<file path="config.mk">
export PLATFORM = sky130hd
export DESIGN_NAME = snd_status_monitor
export DESIGN_NICKNAME = d
export VERILOG_FILES = /design/src/rtl/snd_status_monitor.sv
export SDC_FILE = /design/constraint.sdc
export NUM_CORES = 1
export LEC_CHECK = 0
export ABC_AREA = 1
export BUFFER_PORTS_ARGS = -buffer_cell sky130_fd_sc_hd__buf_2
export CAP_MARGIN = 20
export CORE_MARGIN = 4
export CORE_UTILIZATION = 52
export CTS_BUF_LIST = sky130_fd_sc_hd__clkbuf_16
export DETAILED_ROUTE_END_ITERATION = 10
export PLACE_DENSITY = 0.71
export SYNTH_ARGS = -nofsm -noshare
export SYNTH_HDL_FRONTEND = slang
export SYNTH_SLANG_ARGS = --single-unit
</file>
<file path="constraint.sdc">
create_clock -name clk -period 2.2 [get_ports clk]
set_input_delay 0.22 -clock clk [delete_from_list [all_inputs] [get_ports clk]]
set_output_delay 0.22 -clock clk [all_outputs]
set_load 0.05 [all_outputs]
</file>
<file path="src/rtl/snd_status_monitor.sv">
// Avalon-MM status conditioner for the sound FPGA status bus: 2-FF synchroniser,
// per-bit debounce, both-edge capture (W1C) and a maskable level interrupt.
module snd_status_monitor #(
    parameter int          WIDTH       = 5,
    parameter int          DEB_W       = 16,
    parameter int unsigned DEB_DEFAULT = 1000
) (
    input  logic             clk,
    input  logic             reset,
    input  logic [1:0]       address,
    input  logic             read,
    input  logic             write,
    input  logic [31:0]      writedata,
    output logic [31:0]      readdata,
    output logic             irq,
    input  logic [WIDTH-1:0] in_port
);

    localparam logic [1:0] ADDR_DATA     = 2'd0;
    localparam logic [1:0] ADDR_IRQMASK  = 2'd1;
    localparam logic [1:0] ADDR_EDGECAP  = 2'd2;
    localparam logic [1:0] ADDR_DEBOUNCE = 2'd3;

    logic [WIDTH-1:0] r_s1;
    logic [WIDTH-1:0] r_s2;
    logic [WIDTH-1:0] r_stable;
    logic [DEB_W-1:0] r_cnt [WIDTH];
    logic [WIDTH-1:0] r_irqmask;
    logic [WIDTH-1:0] r_edgecap;
    logic [DEB_W-1:0] r_deb;
    logic [31:0]      r_readdata;
    logic             r_irq;

    logic [WIDTH-1:0] w_stable_next;
    logic [DEB_W-1:0] w_cnt_next [WIDTH];
    logic [WIDTH-1:0] w_edge;
    logic [WIDTH-1:0] w_w1c;
    logic [WIDTH-1:0] w_irqmask_next;
    logic [WIDTH-1:0] w_edgecap_next;
    logic [31:0]      w_rd_mux;
    logic             w_unused;

    assign w_unused = &{1'b0, writedata[31:DEB_W]};

    // A counter only runs while the synchronised input disagrees with the
    // stable value; reaching the limit commits the new level.
    always_comb begin
        w_stable_next = r_stable;
        for (int i = 0; i < WIDTH; i++) begin
            w_cnt_next[i] = '0;
            if (r_s2[i] != r_stable[i]) begin
                if (r_cnt[i] >= r_deb) begin
                    w_stable_next[i] = r_s2[i];
                end else if (r_cnt[i] != '1) begin
                    w_cnt_next[i] = r_cnt[i] + 1'b1;
                end else begin
                    w_cnt_next[i] = r_cnt[i];
                end
            end
        end
    end

    assign w_edge         = w_stable_next ^ r_stable;
    assign w_w1c          = (write && address == ADDR_EDGECAP) ? writedata[WIDTH-1:0] : '0;
    assign w_irqmask_next = (write && address == ADDR_IRQMASK) ? writedata[WIDTH-1:0] : r_irqmask;
    // Set wins over a simultaneous write-1-to-clear on the same bit.
    assign w_edgecap_next = (r_edgecap & ~w_w1c) | w_edge;

    always_comb begin
        w_rd_mux = '0;
        case (address)
            ADDR_DATA:     w_rd_mux[WIDTH-1:0] = r_stable;
            ADDR_IRQMASK:  w_rd_mux[WIDTH-1:0] = r_irqmask;
            ADDR_EDGECAP:  w_rd_mux[WIDTH-1:0] = r_edgecap;
            ADDR_DEBOUNCE: w_rd_mux[DEB_W-1:0] = r_deb;
            default:       w_rd_mux = '0;
        endcase
    end

    // NOTE: all state, including the per-bit counter array, is flops updated with
    // non-blocking assignments; the counters are not a RAM, so resetting them is fine.
    always_ff @(posedge clk) begin
        if (reset) begin
            r_s1       <= '0;
            r_s2       <= '0;
            r_stable   <= '0;
            r_irqmask  <= '0;
            r_edgecap  <= '0;
            r_deb      <= DEB_W'(DEB_DEFAULT);
            r_readdata <= '0;
            r_irq      <= 1'b0;
            for (int i = 0; i < WIDTH; i++) begin
                r_cnt[i] <= '0;
            end
        end else begin
            r_s1      <= in_port;
            r_s2      <= r_s1;
            r_stable  <= w_stable_next;
            r_irqmask <= w_irqmask_next;
            r_edgecap <= w_edgecap_next;
            r_irq     <= |(w_edgecap_next & w_irqmask_next);
            for (int i = 0; i < WIDTH; i++) begin
                r_cnt[i] <= w_cnt_next[i];
            end
            if (write && address == ADDR_DEBOUNCE) begin
                r_deb <= writedata[DEB_W-1:0];
            end
            // The mux sees pre-write register values, so a same-cycle write is not visible.
            if (read) begin
                r_readdata <= w_rd_mux;
            end
        end
    end

    assign readdata = r_readdata;
    assign irq      = r_irq;

endmodule

</file>
==> results.md <==
- Slew margin rel.: 60.0%
- Leakage: 4.47 nW
- Port buffer count: 43
- Number of global-route vias before repair: 6812
- Max-Cap Viols: 0
- Final cell count without fillers: 1411
- Final core occ: 64.8%
- Slew @ Worst Pin: 0.596 ns
- Residual DRC: 0
- Switch Pwr: 1.48 mW
- Fin crit period: around 2.2 ns
- FP Rows: 45
- #FFs+latches synth: 138
- Req. time, crit path: 2.51 ns
- Internal: 4.48 mW
- Top Ports: 76
- Final Max Tran Viols: 0
- CP Cell Sequence: clkinvlp_4 > buf_6 > buf_12 > ha_4 > nand2_1 > inv_1 > nand4_1 > nor4_4 > nor2_4 > o211ai_4 > clkbuf_16 > a21oi_1
- GR Util met1: 27.9%
- Overflow after GRT: 0
- Post-place setup slack: 0.0706 ns
- Global-route wire length before repair: roughly 32 mm
- Mapped Avg Cell Area: 7.40 sq um
- Root buffer cell: clkbuf_16
- Comb pwr share: roughly a tenth
- Fillers: between 1000 and 1500
- Sum Neg Setup Slack: 0 ns
- Fin area: 9890 sq um
- CTS Buf Count: 17
- Die area: 17700 sq um
- R2R setup slack: 0.04 ns
- Setup Skew: 0.00704 ns
- Slowest cell on crit path: dfxtp_2
- Most common cell after layout, fill and taps aside: nand2_1
- Die Ht: 133 um
- CTS tree: done
- 1st-iter DRT viols: 325
- Ys Warns: 0
- # H-tree levels: 4
- Clock Power Share: 46.9%
- Tot Pwr: 5.96 mW
- Commonest non-fill, non-tap cells in the layout: nand2_1 (197), inv_1 (138), dfxtp_1 (135)
- Initial core utilization: between 50% and 60%
- Final wirelength: roughly 20 mm
- Die W: 133 um
- Total core area: 15300 sq um
- Antenna violations before repair: 0
- Cell Pwr Density: 602 nW/um^2
- Met2 Use GR: 38.6%
- CP endpoint kind: flip-flop
- CTS Buffer Depth: 2
- Synthesized area: 8130 sq um
- Met3 Track Usage GR: 4.64%
- Via count: between 7000 and 8000
- Final setup margin: 0.0420 ns
- Setup Crit Path Kind: flip-flop to flip-flop
- Sinks on the clock net: 138
- Final hold vios: 0
- Achievable Freq: between 400 and 500 MHz
- Routed Antenna Nets: 0
- Layout Area Growth over Synthesis: 21.7%
- Final Cycle Share: a little over nine tenths
- HP Class: input port to flip-flop
- Via-to-Cell Ratio: 5.07
- DPL Wire Length: 14.1 mm
- CP Launch Type: flip-flop
- Clock Latency Late Sink: 0.42 ns
- Yosys cell types: 46
- Grt peak-use layer: met2
- Status: complete, no violations
- Largest net degree at the start of global routing: 33
- Wire per inst: 14.3 um
- RSZ-0062 raised after global routing: yes
- Clock Pin Slew Worst Setup and Hold Paths: 0.06 ns
- Worst EP arrival: 2.47 ns
- Proportion of layout cells with a drive suffix above 1: between 10% and 20%
- Nets@finish: 1315
- Cell Area, Placed: about 8800 sq um
- Placer congestion estimate: 0.877
- N_diodes: 0
- Sequential Area: 2770 sq um
- Crit path max fanout: 8
- Endpoints failing setup: 0
- Placed cells: 1363
- Largest stage delay, worst path: 0.33 ns
- Seq pwr share: 43.3%
- Post-synthesis cell count: ~1100
- Worst Hold Slack: 0.0251 ns
- First-pass DRT Iterations: 5
- Multi-input logic area: 4960 sq um
- GR Util All Layers: 22.4%
- Register area share after synthesis: 34.0%
- Worst vdd ir: between 600 and 700 uV
- Switching share of power: 24.8%
[final cells by class]
type / count / area share [%]
clock inverters: 15 / 1.44
repair buffers: 89 / 7.71
inverters: 148 / 5.80
clock buffers: 17 / 4.30
flip-flops and latches: 138 / 28.0
multi-input cells: 793 / 50.1
well taps: 211 / 2.67
[path summary, 6_finish.rpt]
path	cells past startpoint	from	endpoint
setup / recovery	12	r_deb[11]$_SDFFE_PP0P_	r_cnt[0][76]$_SDFFE_PP0P_
hold / removal	3	writedata[8]	r_deb[8]$_SDFFE_PP1P_
setup reg to reg	12	r_deb[11]$_SDFFE_PP0P_	r_cnt[0][76]$_SDFFE_PP0P_
hold reg to reg	2	r_s1[4]$_SDFF_PP0_	r_s2[4]$_SDFF_PP0_
[timing repair]
action	in CTS	in global routing
cloned	0	3
endpoints found under the hold margin	4	0
setup buffers	1	8
pin swaps	0	9
hold buffers	4	0
resized for setup	3	64
setup endpoints to repair	1	73
[power by group through the flow]
stage	clock network [mW]	registers (mW)	logic [mW]
floorplan	0	2.68	0.308
global placement	0	2.63	0.503
detailed placement	0	2.63	0.511
CTS	2.84	2.57	0.524
global route	2.95	2.58	0.642
finish	2.80	2.58	0.584
[Yosys cell counts, drive strengths merged]
cell,count,share of area (%)
a211oi,2,0.18
a21o,3,0.28
a21oi,103,6.4
a221oi,5,0.54
a31oi,3,0.23
and2,1,0.077
and3,1,0.077
buf,22,1.8
clkbuf,12,0.55
clkinv,2,0.11
conb,1,0.046
dfxtp,138,34
ha,85,13
inv,146,6.8
nand2,214,10
nand3,37,3.0
nand4,13,1.0
nor2,146,7.6
nor3,19,1.7
nor3b,5,0.65
nor4,6,0.62
o211ai,17,1.6
o21a,3,0.28
o21ai,67,4.1
or2,6,0.46
xnor2,16,1.7
xor2,25,2.8
[flip-flops by register name, summed over array words and instances, names as in the netlist]
signal / flops
r_edgecap: 5
readdata: 16
r_cnt: 80
r_deb: 16
r_s1: 5
r_irqmask: 5
irq: 1
r_stable: 5
r_s2: 5
[routing by layer]
metal  routed length (um)  up-vias
met4                  467        0
li1                     -     3744
met2                 9940      115
met1                 9100     3262
met3                  701       38
met5                    0        -
[worst max-delay path, delay by kind of cell, from the launching register on]
family / cells / cell delay [ns]
flops: 1 / 0.33
simple gates: 4 / 0.62
buf+inv: 5 / 0.66
compound gates: 2 / 0.17
fa+ha+maj: 1 / 0.26
[kinds of logic after synthesis]
family | after synthesis | share of synthesized area (%)
flops | 138 | 34.0
compound gates | 203 | 13.7
fa+ha+maj | 85 | 13.1
buf+inv | 182 | 9.26
other cells | 1 | 0.0461
xor+xnor | 41 | 4.51
simple gates | 448 | 25.5
No activity file was read; power rests on OpenSTA's default activity.
